<file path="src/rtl/connect4_pkg.sv">
// Connect 4 turn controller shared definitions.
// Board geometry, player encoding and controller state enums.
package connect4_pkg;

   localparam int COLS      = 7;
   localparam int ROWS      = 6;
   localparam int MAX_MOVES = COLS * ROWS;

   typedef logic player_t;

   typedef enum logic [1:0] {
      GS_PLAYING    = 2'd0,
      GS_WIN_RED    = 2'd1,
      GS_WIN_YELLOW = 2'd2,
      GS_DRAW       = 2'd3
   } game_state_t;

   typedef enum logic [2:0] {
      ST_CLEAR,
      ST_SELECT,
      ST_DROP,
      ST_CHECK,
      ST_OVER
   } ctrl_state_t;

endpackage

</file>
<file path="src/rtl/connect4_turn_controller_button_conditioner.sv">
// Button conditioner: 2-FF synchroniser, debounce counter and
// a one-cycle pulse on each rising edge of the debounced level.
module button_conditioner
   import connect4_pkg::*;
#(
   parameter int DEBOUNCE_CYCLES = 250000
) (
   input  logic clock,
   input  logic reset_n,
   input  logic btn_i,
   output logic pulse_o
);

   localparam int CW = $clog2(DEBOUNCE_CYCLES + 1);
   localparam logic [CW-1:0] LAST = CW'(DEBOUNCE_CYCLES - 1);

   logic [1:0]    sync_q;
   logic [CW-1:0] cnt_q;
   logic          level_q;
   logic          pulse_q;

   // Synchronise, count disagreeing samples, flip level after a full run.
   always_ff @(posedge clock or negedge reset_n) begin
      if (!reset_n) begin
         sync_q  <= '0;
         cnt_q   <= '0;
         level_q <= 1'b0;
         pulse_q <= 1'b0;
      end else begin
         sync_q  <= {sync_q[0], btn_i};
         pulse_q <= 1'b0;
         if (sync_q[1] == level_q) begin
            cnt_q <= '0;
         end else if (cnt_q == LAST) begin
            cnt_q   <= '0;
            level_q <= sync_q[1];
            pulse_q <= sync_q[1];
         end else begin
            cnt_q <= cnt_q + 1'b1;
         end
      end
   end

   assign pulse_o = pulse_q;

endmodule

</file>
<file path="src/rtl/connect4_turn_controller.sv">
// Connect 4 game sequencer: conditions buttons, issues drop writes,
// runs the win check and decides win, draw or next turn.
module connect4_turn_controller
   import connect4_pkg::*;
#(
   parameter int      DEBOUNCE_CYCLES = 250000,
   parameter player_t START_PLAYER    = 1'b0
) (
   input  logic              clock,
   input  logic              reset_n,
   input  logic [COLS-1:0]   move_btn,
   input  logic              confirm_btn,
   input  logic              new_game_btn,
   input  logic [3*COLS-1:0] col_heights,
   output logic              clear_req,
   input  logic              clear_ack,
   output logic              wr_req,
   output logic [2:0]        wr_col,
   output logic [2:0]        wr_row,
   output logic              wr_player,
   input  logic              wr_ack,
   output logic              check_start,
   input  logic              check_done,
   input  logic              check_win,
   output logic [2:0]        cursor_col,
   output logic              cur_player,
   output logic [1:0]        game_state,
   output logic              illegal_move
);

   localparam int NBTN = COLS + 2;

   logic [NBTN-1:0] btn_raw;
   logic [NBTN-1:0] btn_p;
   logic [COLS-1:0] col_p;
   logic            conf_p;
   logic            ng_p;

   ctrl_state_t state_q;
   game_state_t gstate_q;
   logic        clear_req_q;
   logic        wr_req_q;
   logic [2:0]  wr_col_q;
   logic [2:0]  wr_row_q;
   player_t     wr_player_q;
   logic        check_start_q;
   logic [2:0]  cursor_q;
   player_t     player_q;
   logic        illegal_q;
   logic [5:0]  moves_q;
   logic        pending_q;

   logic [2:0]  sel_col_d;
   logic [2:0]  sel_h;
   logic        board_full;

   assign btn_raw = {new_game_btn, confirm_btn, move_btn};

   for (genvar g = 0; g < NBTN; g++) begin : g_btn
      button_conditioner #(
         .DEBOUNCE_CYCLES(DEBOUNCE_CYCLES)
      ) u_btn (
         .clock  (clock),
         .reset_n(reset_n),
         .btn_i  (btn_raw[g]),
         .pulse_o(btn_p[g])
      );
   end

   assign {ng_p, conf_p, col_p} = btn_p;

   // Cursor target this cycle (lowest pressed column wins) and its height.
   always_comb begin
      sel_col_d = cursor_q;
      for (int i = COLS - 1; i >= 0; i--) begin
         if (col_p[i]) sel_col_d = 3'(i);
      end
      sel_h = '0;
      for (int i = 0; i < COLS; i++) begin
         if (sel_col_d == 3'(i)) sel_h = col_heights[3*i +: 3];
      end
   end

   assign board_full = (moves_q == 6'(MAX_MOVES));

   // Game sequencing FSM with registered outputs.
   always_ff @(posedge clock or negedge reset_n) begin
      if (!reset_n) begin
         state_q       <= ST_CLEAR;
         gstate_q      <= GS_PLAYING;
         clear_req_q   <= 1'b1;
         wr_req_q      <= 1'b0;
         wr_col_q      <= '0;
         wr_row_q      <= '0;
         wr_player_q   <= 1'b0;
         check_start_q <= 1'b0;
         cursor_q      <= 3'(COLS / 2);
         player_q      <= START_PLAYER;
         illegal_q     <= 1'b0;
         moves_q       <= '0;
         pending_q     <= 1'b0;
      end else begin
         check_start_q <= 1'b0;
         illegal_q     <= 1'b0;
         unique case (state_q)
            ST_CLEAR: begin
               if (clear_ack) begin
                  clear_req_q <= 1'b0;
                  moves_q     <= '0;
                  player_q    <= START_PLAYER;
                  gstate_q    <= GS_PLAYING;
                  cursor_q    <= 3'(COLS / 2);
                  pending_q   <= 1'b0;
                  state_q     <= ST_SELECT;
               end
            end
            ST_SELECT: begin
               if (ng_p) begin
                  clear_req_q <= 1'b1;
                  state_q     <= ST_CLEAR;
               end else begin
                  cursor_q <= sel_col_d;
                  if (conf_p) begin
                     if (sel_h < 3'(ROWS)) begin
                        wr_col_q    <= sel_col_d;
                        wr_row_q    <= sel_h;
                        wr_player_q <= player_q;
                        wr_req_q    <= 1'b1;
                        state_q     <= ST_DROP;
                     end else begin
                        illegal_q <= 1'b1;
                     end
                  end
               end
            end
            ST_DROP: begin
               if (ng_p) pending_q <= 1'b1;
               if (wr_ack) begin
                  wr_req_q      <= 1'b0;
                  moves_q       <= moves_q + 6'd1;
                  check_start_q <= 1'b1;
                  state_q       <= ST_CHECK;
               end
            end
            ST_CHECK: begin
               if (ng_p) pending_q <= 1'b1;
               if (check_done) begin
                  if (check_win) begin
                     gstate_q <= wr_player_q ? GS_WIN_YELLOW : GS_WIN_RED;
                  end else if (board_full) begin
                     gstate_q <= GS_DRAW;
                  end else begin
                     player_q <= ~player_q;
                  end
                  if (pending_q || ng_p) begin
                     clear_req_q <= 1'b1;
                     state_q     <= ST_CLEAR;
                  end else if (check_win || board_full) begin
                     state_q <= ST_OVER;
                  end else begin
                     state_q <= ST_SELECT;
                  end
               end
            end
            ST_OVER: begin
               if (ng_p) begin
                  clear_req_q <= 1'b1;
                  state_q     <= ST_CLEAR;
               end
            end
            default: begin
               clear_req_q <= 1'b1;
               state_q     <= ST_CLEAR;
            end
         endcase
      end
   end

   assign clear_req    = clear_req_q;
   assign wr_req       = wr_req_q;
   assign wr_col       = wr_col_q;
   assign wr_row       = wr_row_q;
   assign wr_player    = wr_player_q;
   assign check_start  = check_start_q;
   assign cursor_col   = cursor_q;
   assign cur_player   = player_q;
   assign game_state   = gstate_q;
   assign illegal_move = illegal_q;

endmodule

</file>
<file path="config.mk">
export PLATFORM = sky130hd
export DESIGN_NAME = connect4_turn_controller
export DESIGN_NICKNAME = d
export VERILOG_FILES = /design/src/rtl/connect4_pkg.sv /design/src/rtl/connect4_turn_controller_button_conditioner.sv /design/src/rtl/connect4_turn_controller.sv
export SDC_FILE = /design/constraint.sdc
export NUM_CORES = 1
export LEC_CHECK = 0
export CORE_MARGIN = 1.5
export CORE_UTILIZATION = 45
export DETAILED_ROUTE_END_ITERATION = 6
export PLACE_DENSITY = 0.65
export SLEW_MARGIN = 20
export SYNTH_ARGS = -nofsm -noshare
export SYNTH_HDL_FRONTEND = slang
export SYNTH_HIERARCHICAL = 1
export SYNTH_SLANG_ARGS = --single-unit
</file>
<file path="constraint.sdc">
create_clock -name clock -period 2.65 [get_ports clock]
set_clock_uncertainty 0.15 [all_clocks]
set_input_delay 0.265 -clock clock [delete_from_list [all_inputs] [get_ports clock]]
set_output_delay 0.265 -clock clock [all_outputs]
set_load 0.005 [all_outputs]
</file>
# After elaboration in Yosys (flattened, before gate mapping)
# Index checks and enable logic that the tools add are counted.
word_totals:
  register_bits: 225
  latch_bits: 0
  inputBits: 36
  romBits: 0
  output_inout_bits: 17
  n_memories: 0
  word_cells: 238
  ramBits: 0
op_classes:
  mux: 93
  bitwise_logic: 12
  n_shift: 0
  reduce_logical: 29
  n_eq_ne: 44
  div: 0
  n_addsub: 10
  magnitude_cmp: 1
  multipliers: 0
op_table:
  columns: ["cell", "count"]
  rows:
  - ["18-bit two-way mux", 18]
  - ["18-bit by 1-bit adder with 18-bit output, second input constant", 9]
  - ["18-bit == test, second input constant", 9]
  - ["3-bit two-way mux", 25]
  - ["1-bit two-way mux", 35]
  - ["2-bit AND reduction", 9]
  - ["2-bit inequality test, second input constant", 8]
  - ["3-bit one-hot mux with 5 select lines", 1]
  - ["5-bit AND reduction", 3]
  - ["3-bit by 2-bit == test with 1-bit output, second input constant", 4]
  - ["3-bit == test, second input constant", 4]
  - ["6-bit two-way mux", 2]
  - ["1-bit NOT", 12]
  - ["6-bit one-hot mux with 2 select lines", 1]
  - ["2-bit two-way mux", 5]
  - ["2-bit nonzero test", 5]
  - ["1-bit == test", 9]
  - ["3-bit AND reduction", 3]
  - ["2-bit by 1-bit inequality test with 1-bit output, second input constant", 4]
  - ["4-bit AND reduction", 2]
  - ["6-bit by 1-bit adder with 6-bit output, second input constant", 1]
  - ["3-bit by 1-bit == test with 1-bit output, second input constant", 2]
  - ["6-bit == test, second input constant", 1]
  - ["3-bit zero test", 2]
  - ["11 further kinds", 15]

# Longest topological paths before layout
# Gate-level depths: netlist (run 1).
logic_depth:
  depth_word: 20
  mapped_depth: 8
  depth_no_buf: 7

# By module
# The synthesis (run 1) kept the hierarchy.
modules_own_cells:
  columns: ["module", "cells_per_inst", "seq_area_each_um2", "area_per_inst_um2", "instances"]
  rows:
  - ["button_conditioner (g_btn[0].u_btn ...)", 100, 550.5, 1059.8, 8]
  - ["connect4_turn_controller", 188, 679.4, 1714.1, 1]
  - ["button_conditioner (g_btn[4].u_btn)", 99, 550.5, 1036.0, 1]

# Worst setup path before layout (run 1)
# Ideal clock, no wire load.
synth_timing:
  kind: "reg2reg"
  start: "register cursor_q[0] (netlist: cursor_col[0])"
  end: "register wr_col_q[0] (netlist: wr_col[0])"
  period_less_slack_ps: 2742
  path_slack_ps: -92
  required_ps: 2375
  t_arrival_ps: 2467
  n_path_buf: 0
  setup_time_ps: 125
  path_stages_with_launch: 8
  path_cell_list: "dfstp_2 -> nand2b_4 -> a2111o_1 -> and2_4 -> a2111oi_2 -> nor2_2 -> o31ai_4 -> mux2_4"
synth_between:
  elab_chain_len: 17
  word_cells_on_any_way: 23
  cone_classes: "1 x order compare; 6 x eq/ne; 14 x mux; 2 x reduce/logical"
synth_rtl:
  columns: ["element", "line", "source"]
  rows:
  - ["from (decl)", "connect4_turn_controller.sv:47", "logic [2:0] cursor_q;"]
  - ["from (signal assigned)", "connect4_turn_controller.sv:97", "cursor_q <= 3'(COLS / 2);"]
  - ["from (signal assigned)", "connect4_turn_controller.sv:112", "cursor_q <= 3'(COLS / 2);"]
  - ["from (signal assigned)", "connect4_turn_controller.sv:122", "cursor_q <= sel_col_d;"]
  - ["3-bit two-way mux * (7 in a row)", "connect4_turn_controller.sv:76", "if (col_p[i]) sel_col_d = 3'(i);"]
  - ["3-bit zero test", "connect4_turn_controller.sv:80", "if (sel_col_d == 3'(i)) sel_h = col_heights[3*i +: 3];"]
  - ["3-bit two-way mux (7 in a row)", "connect4_turn_controller.sv:80", null]
  - ["3-bit < comparator", "connect4_turn_controller.sv:124", "if (sel_h < 3'(ROWS)) begin"]
  - ["4-bit AND reduction (no source line)", null, null]
  - ["to (signal assigned)", "connect4_turn_controller.sv:125", "wr_col_q <= sel_col_d;"]
  - ["to (decl)", "connect4_turn_controller.sv:43", "logic [2:0] wr_col_q;"]
# Every way passes the cells marked *; elsewhere a longest branch is shown, timed or not.
# A chain may end at the register's enable or synchronous reset.

# Worst setup path in the final report (run 1)
layout_timing:
  start: "register cursor_q[0] (netlist: cursor_col[0])"
  end: "register wr_row_q[0] (netlist: wr_row[0])"
layout_between:
  elab_chain_len: 17
  word_cells_on_any_way: 23
  cone_classes: "1 x order compare; 6 x eq/ne; 14 x mux; 2 x reduce/logical"
layout_rtl:
  columns: ["element", "line", "source"]
  rows:
  - ["3-bit two-way mux * (7 in a row)", "connect4_turn_controller.sv:76", null]
  - ["3-bit zero test", "connect4_turn_controller.sv:80", null]
  - ["3-bit two-way mux (6 in a row)", "connect4_turn_controller.sv:80", null]
  - ["3-bit two-way mux *", "connect4_turn_controller.sv:80", null]
  - ["3-bit < comparator", "connect4_turn_controller.sv:124", null]
  - ["4-bit AND reduction (no source line)", null, null]
  - ["to (signal assigned)", "connect4_turn_controller.sv:126", "wr_row_q <= sel_h;"]
  - ["to (decl)", "connect4_turn_controller.sv:44", "logic [2:0] wr_row_q;"]
# Marks and branches as above.

==> flow_summary.toml, run 1 <==
[die]
rows = 57
dieHeight_um = 161
start_util_pct = 46.0
core_um2 = 24400
die_x_um = 161
fp.dieArea_um2 = 25900
ios = 53

[timing]
worst_pin_slew_ps = 519
report.final.slew_viol_count = 0
min_period_over_period_pct = 101
hold_violations = 0
fmaxAchievable_ghz = 0.373
fin_crit_ps = 2680
setup_viol = 5
slew_headroom_pct = 65.4
fin_ws_ps = -30.5
rsz0062_at_grt = "true"

[setup_path]
cp_data_arrival_time_ps = 2940
rrSetupSlack_ps = -30
end_kind = "register"
reg2reg_to = "wr_row[0]"
cp-start-kind = "register"
r2r_start = "cursor_col[0]"
cp_data_required_time_ps = 2910
crit_type = "register to register"
worstPathMaxFanout = 6
reg2reg_depth = 9

[global_routing]
antenna_found_initial = 0
grt_pass1_vias = 7970
grt_max_degree = 65
grt-ovfl-total = 0
grt_pass1_wl_um = 39400
grt_usage_pct = 18.1

[synth]
synth-seq-cells = 225
synth_edf_count = 0
ys.flop_type = "dfrtp_1"
yosys.cell_types.count = 69
synth_area_um2 = 11200
syn_nets = 1134
ys_seq_area_share_pct = 50.2
yosys_warnings = 6
async_flop_share_pct = 100
synthCells = 1087
syn_area_per_cell_um2 = 10.3

[detailed_routing]
drc_errors = 0
dr.first_iter.drc_count = 553
wl_per_cell_um = 14.8
drt_first_pass_iters = 5
ant_nets = 0
vias = 8350
vias_per_cell = 5.43
finalWirelength_um = 22800

[clocking]
path_clk_slew_ps = 60
cts_buffer_depth = 3
cts-root-buf = "clkbuf_16"
cts_tree = "built"
clock_latency_ps = 530
cts.sinks = 225
numCtsBuffers = 26
h-tree-depth = 1

[min_path]
worst_hold_path.endpoint = "g_btn[8].u_btn/sync_q[0]"
hold_depth = 1
min_path_type = "input port to register"
hp-start = "new_game_btn"

[pwr]
total_power_mw = 7.89
p_per_area_nw_per_um2 = 585
worst_ir_drop_vdd_mv = 0.404
leakagePower_nw = 5.55

[final_layout]
layout-drive-gt1-share_pct = 14.7
utilization_pct = 55.2
fin_nets = 1242
fin_area_um2 = 13500
antenna_cells = 0
area_growth_pct = 20.0
instances_no_fill = 1538

[placement]
place.gp.congestion = 0.874
dp.cells = 1487
port_buffers = 52
dpl_cell_area_um2 = 12400
dp_hpwl_um = 15700

[run_status]
failed_checks = "negative setup slack"
status = "complete, but fails checks"

[flow_run]
maxCapViolCount = 0
==> where the power goes <==
| part | switching, mW | leakage (nW) | internal, mW |
|---|---|---|---|
| registers | 0.0512 | 3.04 | 3.49 |
| logic | 0.156 | 2.04 | 0.130 |
| clock network | 1.40 | 0.478 | 2.66 |
| total | 1.61 | 5.55 | 6.27 |
==> final cells by class <==
| type | instances | area, um2 |
|---|---|---|
| clock inverter | 15 | 280 |
| multi-input combinational | 817 | 5410 |
| sequential | 225 | 5630 |
| fill | 2155 | 10900 |
| clock buffer | 32 | 704 |
| inverter | 24 | 90.1 |
| tap | 324 | 405 |
| timing repair buffer | 101 | 946 |
==> flip-flops by register name, summed over array words and instances (netlist names), 2 cells and up <==
name,count
state_q,3
moves_q,6
g_btn.u_btn/pulse_o,9
g_btn.u_btn/sync_q,18
wr_row,3
cursor_col,3
game_state,2
wr_col,3
g_btn.u_btn/level_q,9
g_btn.u_btn/cnt_q,162
==> worst max-delay path by stage <==
stage,startpoint,end,slack (ps),cells past startpoint
after floorplan,cursor_col[0],wr_col[0],-20,7
after global placement,cursor_col[0],wr_row[0],-6,8
after detailed placement,cursor_col[0],wr_row[0],-30,8
after CTS,cursor_col[0],wr_row[0],10,8
after global routing,cursor_col[0],wr_row[0],-100,9
final,cursor_col[0],wr_row[0],-30,9
==> what timing repair did <==
item | in CTS | in global routing
buffers inserted | 0 | 3
setup endpoints to repair | 5 | 9
resized for setup | 1 | 5
pin swaps | 2 | 2
endpoints found under the hold margin | 202 | 0
hold buffers | 1 | 0
==> critical path, stage by stage, from the launching register on <==
cell      delay (ps)
dfstp_2          550
nand2b_4          50
a2111o_1         410
a21bo_2          210
a32oi_1          220
o211ai_1         120
buf_4            160
o31ai_4          250
buf_12           160
mux2_4           290
==> logic make-up after synthesis <==
family / synth area share [%]
AND/OR/NAND/NOR: 26.3
flip-flops: 50.2
XOR/XNOR: 10.5
AO/OA/AOI/OAI: 7.54
buffers and inverters: 1.89
multiplexers: 2.32
adder cells (fa/ha/maj): 1.23
==> stage by stage <==
step           hold WS (ps)  setup slack, ps  TNS, ps
4_1_cts                1.68             14.3        0
3_5_place_dp           95.1            -26.8    -92.5
6_report               27.4            -30.5     -136
5_1_grt                10.6            -99.8     -471
2_1_floorplan          -181            -17.5    -87.4
3_3_place_gp           94.9            -5.81    -25.5
==> synthesized netlist by cell type, drive strengths merged, types with 2 or more instances <==
cell / instances / area (um2)
a2111oi: 3 / 33.8
xnor2: 87 / 762
nand4: 57 / 357
and2: 3 / 21.3
ha: 11 / 138
buf: 10 / 70.1
clkbuf: 11 / 52.6
inv: 24 / 90.1
o2111ai: 2 / 17.5
or4b: 2 / 20.0
or3: 12 / 75.1
and3: 20 / 135
nor4: 51 / 319
or2: 2 / 12.5
or4: 30 / 289
and4: 9 / 78.8
nand2b: 10 / 90.1
o21ai: 42 / 210
o31ai: 4 / 43.8
nand2: 65 / 246
xor2: 48 / 420
dfrtp: 222 / 5560
dfstp: 3 / 78.8
mux2: 17 / 240
nor3b: 9 / 67.6
a21oi: 30 / 150
o41ai: 9 / 236
nand3: 76 / 438
o211ai: 2 / 15.0
nor3: 24 / 120
a21boi: 2 / 15.0
mux2i: 2 / 20.0
nor2: 170 / 643
==> per-layer routing <==
| layer | vias to the layer above | part of all wire (%) | GRT usage, % |
|---|---|---|---|
| li1 | 4135 | - | - |
| met1 | 4039 | 49 | 26.5 |
| met2 | 143 | 45 | 28.1 |
| met3 | 33 | 3.6 | 2.82 |
| met4 | 0 | 2.3 | 4.67 |
| met5 | - | 0 | 0 |
==> cell usage in the layout (no fill, tap or decap), drive strengths merged, types with 3 or more instances in the layout <==
master           n
nor4            51
clkinv           5
buf             49
ha              11
nand4           57
xor2            48
nor2           170
bufinv           8
nor3b            9
a21oi           30
dfrtp          222
or4             30
mux2            17
and2             3
o31ai            4
and3            20
clkdlybuf4s50   51
nand2           65
a2111oi          3
o41ai            9
xnor2           87
or3             12
clkbuf          32
and4             9
inv             24
nand2b          10
nand3           76
o21ai           42
dfstp            3
nor3            24
Power figures use the tool's default switching activity.
==> run 2: changes to the inputs <==
--- a/config.mk
+++ b/config.mk
@@ -9,6 +9,7 @@
 export CORE_UTILIZATION = 45
 export DETAILED_ROUTE_END_ITERATION = 6
 export PLACE_DENSITY = 0.65
+export SETUP_SLACK_MARGIN = 0.2
 export SLEW_MARGIN = 20
 export SYNTH_ARGS = -nofsm -noshare
 export SYNTH_HDL_FRONTEND = slang
==> flow_summary.toml, run 2 (synthesis results as in run 1) <==
[min_path]
hold_depth = 1
min_path_type = "input port to register"

[final_layout]
final_common_cell = "dfrtp_1"
layout-drive-gt1-share_pct = 15.0
final_cell_mix = "dfrtp_1 (220), nor2_1 (168), xnor2_1 (87)"
fin_nets = 1234
reg.largest.list = "g_btn.u_btn/cnt_q: 162 flops, g_btn.u_btn/sync_q: 18 flops"
utilization_pct = 55.1
antenna_cells = 0
largest_register_ffs = 162
top_register = "g_btn.u_btn/cnt_q"
num-fill-cells = 2131
multi_input_area_um2 = 5470
seqCellArea_um2 = 5640
area_growth_pct = 19.7

[placement]
dp_hpwl_um = 15800
dp_slack_ps = -23.5
port_buffers = 52
place.gp.congestion = 0.841

[setup_path]
cp_data_required_time_ps = 2900
worstPathCellList = "nand2b_4, a2111o_1, a21bo_2, a32oi_2, o211ai_1, o31ai_4, buf_12, mux2_4"
end_kind = "register"
crit_cells = 8
cp-start-kind = "register"
cp_data_arrival_time_ps = 2980
worst-path-buf-inv = 1
crit_type = "register to register"
critical-path-slowest-cell = "dfstp_2"
worstPathMaxFanout = 6
path_delay_family = "compound AO/OA/AOI/OAI gates"
reg2reg_depth = 8
cpPeakStageDelay_ps = 550

[timing]
setup_viol = 5
fin_crit_ps = 2730
setup_tns_ps = -369
hold_violations = 0
fin_ws_ps = -78.1
rsz0062_at_grt = "true"
report.final.slew_viol_count = 0
timing.hold.ws_ps = 29.2
min_period_over_period_pct = 103
worst_pin_slew_ps = 585
fmaxAchievable_ghz = 0.367
slew_headroom_pct = 61.0

[detailed_routing]
wl_per_cell_um = 14.9
dr.first_iter.drc_count = 427
vias_per_cell = 5.44
drc_errors = 0
vias = 8321
ant_nets = 0
finalWirelength_um = 22700
drt_first_pass_iters = 5

[global_routing]
grt_usage_pct = 17.8
grt_pass1_wl_um = 38700
grt-ovfl-total = 0
grt_max_degree = 74
antenna_found_initial = 1
grt_pass1_vias = 7997

[clocking]
cts_tree = "built"
cts_buffer_depth = 3
clock_latency_ps = 520
path_clk_slew_ps = 60
cts-root-buf = "clkbuf_16"
cts.sinks = 225
h-tree-depth = 1
numCtsBuffers = 25

[die]
fp.dieArea_um2 = 25900
core_um2 = 24400
die_x_um = 161
dieHeight_um = 161
rows = 57
start_util_pct = 46.0
ios = 53

[pwr]
p_sw_share_pct = 20.7
leakagePower_nw = 5.52
p_per_area_nw_per_um2 = 576
p_clk_share_pct = 50.6
worst_ir_drop_vdd_mv = 0.413
seqPwrFrac_pct = 45.7
p_comb_share_pct = 3.7
switchingPower_mw = 1.60
total_power_mw = 7.74
internal_power_mw = 6.14

[run_status]
failed_checks = "negative setup slack"
status = "complete, but fails checks"

[flow_run]
maxCapViolCount = 0
-- run 2: cell count changes in the layout (fill, tap and decap cells not counted), moves of 2 or more --
cell | previous run | this run
a21boi_0 | 2 | 0
dfrtp_1 | 222 | 220
a21boi_1 | 0 | 2
clkbuf_8 | 1 | 4
dfrtp_2 | 0 | 2
clkbuf_16 | 27 | 25
clkbuf_1 | 4 | 2
buf_4 | 44 | 36
-- run 2: cell type report --
class	instances	area share, %
sequential	225	41.9
clock buffer	31	5.12
tap	324	3.02
multi-input combinational	817	40.7
clock inverter	15	1.91
inverter	24	0.670
timing repair buffer	94	6.67
-- run 2: path summary, 6_finish.rpt --
path	start	endpoint	slack, ps
setup reg to reg	cursor_col[0]	wr_col[1]	-80
hold / removal	move_btn[6]	g_btn[6].u_btn/sync_q[0]	30
setup / recovery	cursor_col[0]	wr_col[1]	-80
hold reg to reg	g_btn[0].u_btn/sync_q[0]	g_btn[0].u_btn/sync_q[1]	200
max in group asynchronous	reset_n	g_btn[1].u_btn/cnt_q[17]	1430
min in group asynchronous	reset_n	g_btn[3].u_btn/cnt_q[8]	140
-- run 2: power groups by stage --
stage | logic (mW) | registers, mW | clock network [mW]
3_5_place_dp | 0.287 | 3.60 | 0
4_1_cts | 0.292 | 3.54 | 4.02
3_3_place_gp | 0.287 | 3.60 | 0
2_1_floorplan | 0.111 | 3.59 | 0
5_1_grt | 0.324 | 3.54 | 4.14
6_report | 0.285 | 3.54 | 3.92
-- run 2: routing by layer --
| layer | wire, um | vias to the layer above | GRT usage (%) |
|---|---|---|---|
| li1 | - | 4123 | - |
| met1 | 10900 | 4054 | 25.1 |
| met5 | 14 | - | 0 |
| met4 | 501 | 2 | 4.92 |
| met3 | 592 | 37 | 2.56 |
| met2 | 10700 | 105 | 28.7 |
-- run 2: timing repair --
item / in CTS / in global routing
gates resized for setup: 7 / 12
buffers inserted: 2 / 2
pin swaps: 4 / 2
endpoints found under the hold margin: 74 / 0
endpoints found under the setup margin: 9 / 14
gates cloned: 0 / 0
hold buffers: 1 / 0
-- run 2: through the flow --
step           area [um2]  std cells
2_1_floorplan       11200       1087
3_3_place_gp        12400       1479
3_5_place_dp        12400       1479
4_1_cts             13400       1528
5_1_grt             13400       1530
6_report            13400       1530
-- run 2: worst reg2reg max path, stage by stage, from the launching register on --
cell,delay [ps]
dfstp_2,550
nand2b_4,50
a2111o_1,400
a21bo_2,220
a32oi_2,240
o211ai_1,230
o31ai_4,310
buf_12,160
mux2_4,290
==> run 3: changes to the inputs <==
--- a/config.mk
+++ b/config.mk
@@ -5,6 +5,7 @@
 export SDC_FILE = /design/constraint.sdc
 export NUM_CORES = 1
 export LEC_CHECK = 0
+export CAP_MARGIN = 10
 export CORE_MARGIN = 1.5
 export CORE_UTILIZATION = 45
 export DETAILED_ROUTE_END_ITERATION = 6
==> results of run 3 <==
The final DEF is identical to that of run 2; final timing and power are the same.
==> RTL change 1, RTL diff (settings of run 2) <==
One comparison of `cnt_q` changes from == to >=.
--- a/src/rtl/connect4_turn_controller_button_conditioner.sv
+++ b/src/rtl/connect4_turn_controller_button_conditioner.sv
@@ -31,7 +31,7 @@
          pulse_q <= 1'b0;
          if (sync_q[1] == level_q) begin
             cnt_q <= '0;
-         end else if (cnt_q == LAST) begin
+         end else if (cnt_q >= LAST) begin
             cnt_q   <= '0;
             level_q <= sync_q[1];
             pulse_q <= sync_q[1];
Behaviour: no difference found for any inputs over 4 cycles, from zero or initial values and one cycle with reset_n low; that may be too few to reach the edited logic, so the function may still have changed.
==> RTL change 1 against run 2 <==
Non-clock buffer count fell by 19; synthesized cell count up 3.4%; cell area is 3.8% lower; power fell by 7.1%; highest routed layer is now met4; sequential cell count did not move; setup slack better by 120 ps; largest power group is now sequential cells; area after synthesis grew 0.31%; routed wire length grew 2.2%.
==> RTL change 1: results (changes against run 2) <==
Synthesis
  – Mux contribution to synthesized area: 0.0204 (-0.00274)
  – Synth cell types: 66 (-4.3%)
  – Post-synth top cells: dfrtp_1, nor2_1, xnor2_1, nand2_1, nor4_1
  – Adder-cell share of the synthesized area: 0.0122 (-0.0000381)
  – Yosys warnings: 6 (unchanged)
  – Fraction of synthesized cell area in xor and xnor cells: 0.107 (+0.00123)
  – Post-Syn Instances: 1,124 (+3.4%)
  – Ys async rst share: 1.00 (unchanged)
  – Compound-Gate Fraction of Synth Area: 0.0802 (+0.00476)
  – Synthesized net count: 1,171 (+3.3%)
  – Top post-synthesis cells by area: dfrtp_1, xnor2_1, nor2_1

Power and ir drop
  – Leakage: 5.29 nW (-4.1%)
  – Peak supply drop: 0.000355 V (-14%)
  – Clk. pwr: 0.00336 W (-14%)
  – Power Density: 556 nW/um^2 (-3.5%)

Global routing
  – Initial antenna violation count: 0 (-1)
  – Largest net degree at the start of global routing: 76 (+2.7%)
  – Vias in the first global route: 8,177 (+2.3%)
  – GR Util All Layers: 0.183 (+0.00552)

Route
  – Routed WL: 23,200 um (+2.2%)
  – Metal-1 WL: 11,200 um (+2.5%)
  – Initial DRC count: 546 (+28%)
  – Routed wl met2: 10,700 um (-0.50%)
  – Met3 wire len: 864 um (+46%)
  – Top routing layer used: met4

Cells and area
  – Buffering overhead: 0.0554 (-0.0113)
  – Post-layout util: 0.529 (-0.0223)
  – Seq cells: 225 (unchanged)
  – Share of layout cells above drive strength 1: 0.0898 (-0.0603)
  – Multi-input logic area: 5210 um^2 (-4.7%)
  – Seq area share: 0.436 (+0.0162)
  – Clk cell area share: 0.0625 (-0.00779)
  – #MultiIn Comb: 827 (+1.2%)
  – Fillers: 2,181 (+2.3%)
  – Nonclk buf count: 75 (-20%)
  – Inverters: 42 (+75%)
  – Layout Cells excl Fill: 1,538 (+0.52%)
  – Clkbuf count: 38 (+23%)

CTS
  – Post-CTS Setup Bufs: 0 (-2)
  – Later-pin clock latency in the skew report: 520 ps (about the same)
  – Reg clk slew, reported paths: 60 ps (about the same)

Place
  – Placer's final routability congestion estimate: 0.869 (+3.4%)
  – Detailed Place HPWL: 16,100 um (+2.0%)
  – Place WS: 14.5 ps (+38.0 ps)
  – Dpl cell area: 12,100 um^2 (-2.3%)

Critical path
  – Reg2reg path depth: 8 (unchanged)
  – Arr. time, crit path: 2860 ps (-120 ps)
  – Max FO, Critical Path: 4 (-2)

Outcome
  – Outcome: completed
==> RTL change 1: changes by cell type in the layout (fill, tap and decap cells not counted), sizes merged, moves of 10 or more <==
cell,delta
and3,-17
or3,-11
o21ai,-10
or4,-20
nand3,-16
nor2,+21
nor4,+12
inv,+18
buf,-19
==> RTL change 1: layer usage <==
metal	vias up	global-route usage
met5	-	0
met4	0	0.0505
met3	32	0.0252
met2	160	0.293
met1	4099	0.262
li1	4176	-
==> RTL change 1: final timing paths <==
path | from | to | slack (ps)
setup / recovery | cursor_col[0] | wr_col[0] | 40
hold / removal | move_btn[1] | g_btn[1].u_btn/sync_q[0] | 30
min in group asynchronous | reset_n | g_btn[8].u_btn/cnt_q[14] | 140
max in group asynchronous | reset_n | cursor_col[1] | 1370
hold reg to reg | g_btn[3].u_btn/sync_q[0] | g_btn[3].u_btn/sync_q[1] | 190
setup reg to reg | cursor_col[0] | wr_col[0] | 40
==> RTL change 2, RTL diff (flow settings as in run 2) <==
Without the edit above. `DEBOUNCE_CYCLES` is set to 250000 in 2 places; all go to 1000000.
--- a/src/rtl/connect4_turn_controller_button_conditioner.sv
+++ b/src/rtl/connect4_turn_controller_button_conditioner.sv
@@ -3,7 +3,7 @@
 module button_conditioner
    import connect4_pkg::*;
 #(
-   parameter int DEBOUNCE_CYCLES = 250000
+   parameter int DEBOUNCE_CYCLES = 1000000
 ) (
    input  logic clock,
    input  logic reset_n,
--- a/src/rtl/connect4_turn_controller.sv
+++ b/src/rtl/connect4_turn_controller.sv
@@ -3,7 +3,7 @@
 module connect4_turn_controller
    import connect4_pkg::*;
 #(
-   parameter int      DEBOUNCE_CYCLES = 250000,
+   parameter int      DEBOUNCE_CYCLES = 1000000,
    parameter player_t START_PLAYER    = 1'b0
 ) (
    input  logic              clock,
Function: same outputs for any inputs over 4 cycles, from zero or initial values and one cycle with reset_n low; that may be too few to reach the edited logic, so the function may still have changed.
==> RTL change 2 against run 2 <==
The flow still finishes with violations (setup timing); via count increased by 7.8%; sequential cell count increased by 18; die area increased by 6.2%; cell area increased by 3.6%; setup slack improved by 62 ps; routed wire length increased by 5.5%; area after synthesis increased by 6.3%; power increased by 0.41%; non-clock buffer count decreased by 7.
==> RTL change 2: results (changes against run 2) <==
Place
  – Placed cells: 1,604 (+8.5%)
  – Placer's final routability congestion estimate: 0.873 (+3.8%)

Power and ir drop
  – Sw Share: 0.215 (+0.00812)
  – Peak supply drop: 0.000531 V (+28%)
  – Leakage: 5.62 nW (+1.9%)
  – Clock share of power: 0.473 (-0.033)

Global routing
  – GR Util met3: 0.0224 (-0.00317)
  – First-pass GRT wire length: 41,500 um (+7.3%)
  – Initial antenna violation count: 0 (-1)
  – M2 GR Usage: 0.284 (-0.00297)
  – Largest net degree at the start of global routing: 68 (-8.1%)
  – GR Util All Layers: 0.176 (-0.00145)
  – Vias in the first global route: 8,617 (+7.8%)

Outcome
  – Outcome: complete, but fails checks
  – Failing checks: setup timing

Cells and area
  – Share of layout cells above drive strength 1: 0.130 (-0.0197)

Timing
  – Worst setup margin: -15.9 ps (+62.2 ps)
  – Setup TNS: -68.1 ps (+301 ps)
  – Worst Tran Pin Value: 567 ps (-17.8 ps)
  – Final setup vio count: 5 (unchanged)

Critical path
  – Arr. time, crit path: 2920 ps (-60 ps)
  – Slowest CP cell: dfrtp_1
  – Slowest Stage Delay on Critical Path: 420 ps (-130 ps)

CTS
  – CTS buffer count: 26 (+4.0%)

Route
  – WL per Instance: 14.5 um (-2.4%)

Synthesis
  – Post-synth top cells: dfrtp_1, nor2_1, nand3_1, a21oi_1, o21ai_0
  – Synth cell types: 61 (-12%)
RTL change 2: cell count changes after synthesis, sizes merged, moves of 20 or more:
cell	before	now
o21ai	42	77
nand4	57	30
nand3	76	96
clkbuf	11	38
o31ai	4	30
inv	24	69
xnor2	87	55
a21oi	30	82
nor4	51	18
or3	12	46
RTL change 2: path summary, 6_finish.rpt:
| check | end | slack, ps | cells after the start | from |
|---|---|---|---|---|
| setup / recovery | wr_row[0] | -20 | 10 | g_btn[4].u_btn/pulse_o |
| hold / removal | g_btn[2].u_btn/sync_q[0] | 20 | 1 | move_btn[2] |
| setup reg to reg | wr_row[0] | -20 | 10 | g_btn[4].u_btn/pulse_o |
| hold reg to reg | g_btn[4].u_btn/sync_q[1] | 200 | 0 | g_btn[4].u_btn/sync_q[0] |
| max in group asynchronous | cursor_col[0] | 1470 | 3 | reset_n |
| min in group asynchronous | g_btn[6].u_btn/cnt_q[17] | 120 | 2 | reset_n |
RTL change 2: routing by layer:
layer	share of wire	vias up	wire length (um)
met4	0.022	0	538
met3	0.029	39	691
li1	-	4508	-
met5	0	-	0
met1	0.48	4304	11600
met2	0.47	117	11200
RTL change 2: final cells by class:
class | count | area (um^2)
sequential | 243 | 6080
inverter | 69 | 259
fill | 2326 | 12100
clock buffer | 40 | 785
timing repair buffer | 87 | 828
clock inverter | 8 | 90.1
tap | 335 | 419
multi-input combinational | 872 | 5470
RTL change 2: metrics by stage:
step	hold slack [ps]	cell area (um^2)	utilization	worst slack (ps)	total power, W
6_report	18.7	13900	0.535	-15.9	0.00777
5_1_grt	10.8	13900	0.535	-137	0.00808
4_1_cts	0.753	13900	0.533	-8.26	0.00788
3_5_place_dp	107	13000	0.498	-36.9	0.00417
3_3_place_gp	103	13000	0.498	9.08	0.00417
2_1_floorplan	-181	12000	-	-17.5	0.00397
RTL change 2: cell families (layout without fill, tap and decap cells):
kind of cell / after synthesis / in the layout / synth area share
xor gates and xnor gates: 101 / 101 / 0.0741
and+or+nand+nor: 530 / 530 / 0.244
buffers and inverters: 117 / 204 / 0.0378
AOI/OAI and AO/OA: 211 / 211 / 0.104
muxes: 19 / 19 / 0.0193
adders and majority gates: 11 / 11 / 0.0115
DFF: 243 / 243 / 0.510
RTL change 2: repair_timing:
item | in CTS | in global routing
pin swaps | 4 | 0
setup endpoints to repair | 10 | 15
buffers inserted | 1 | 0
endpoints found under the hold margin | 82 | 0
resized for setup | 5 | 9
hold buffers | 1 | 0
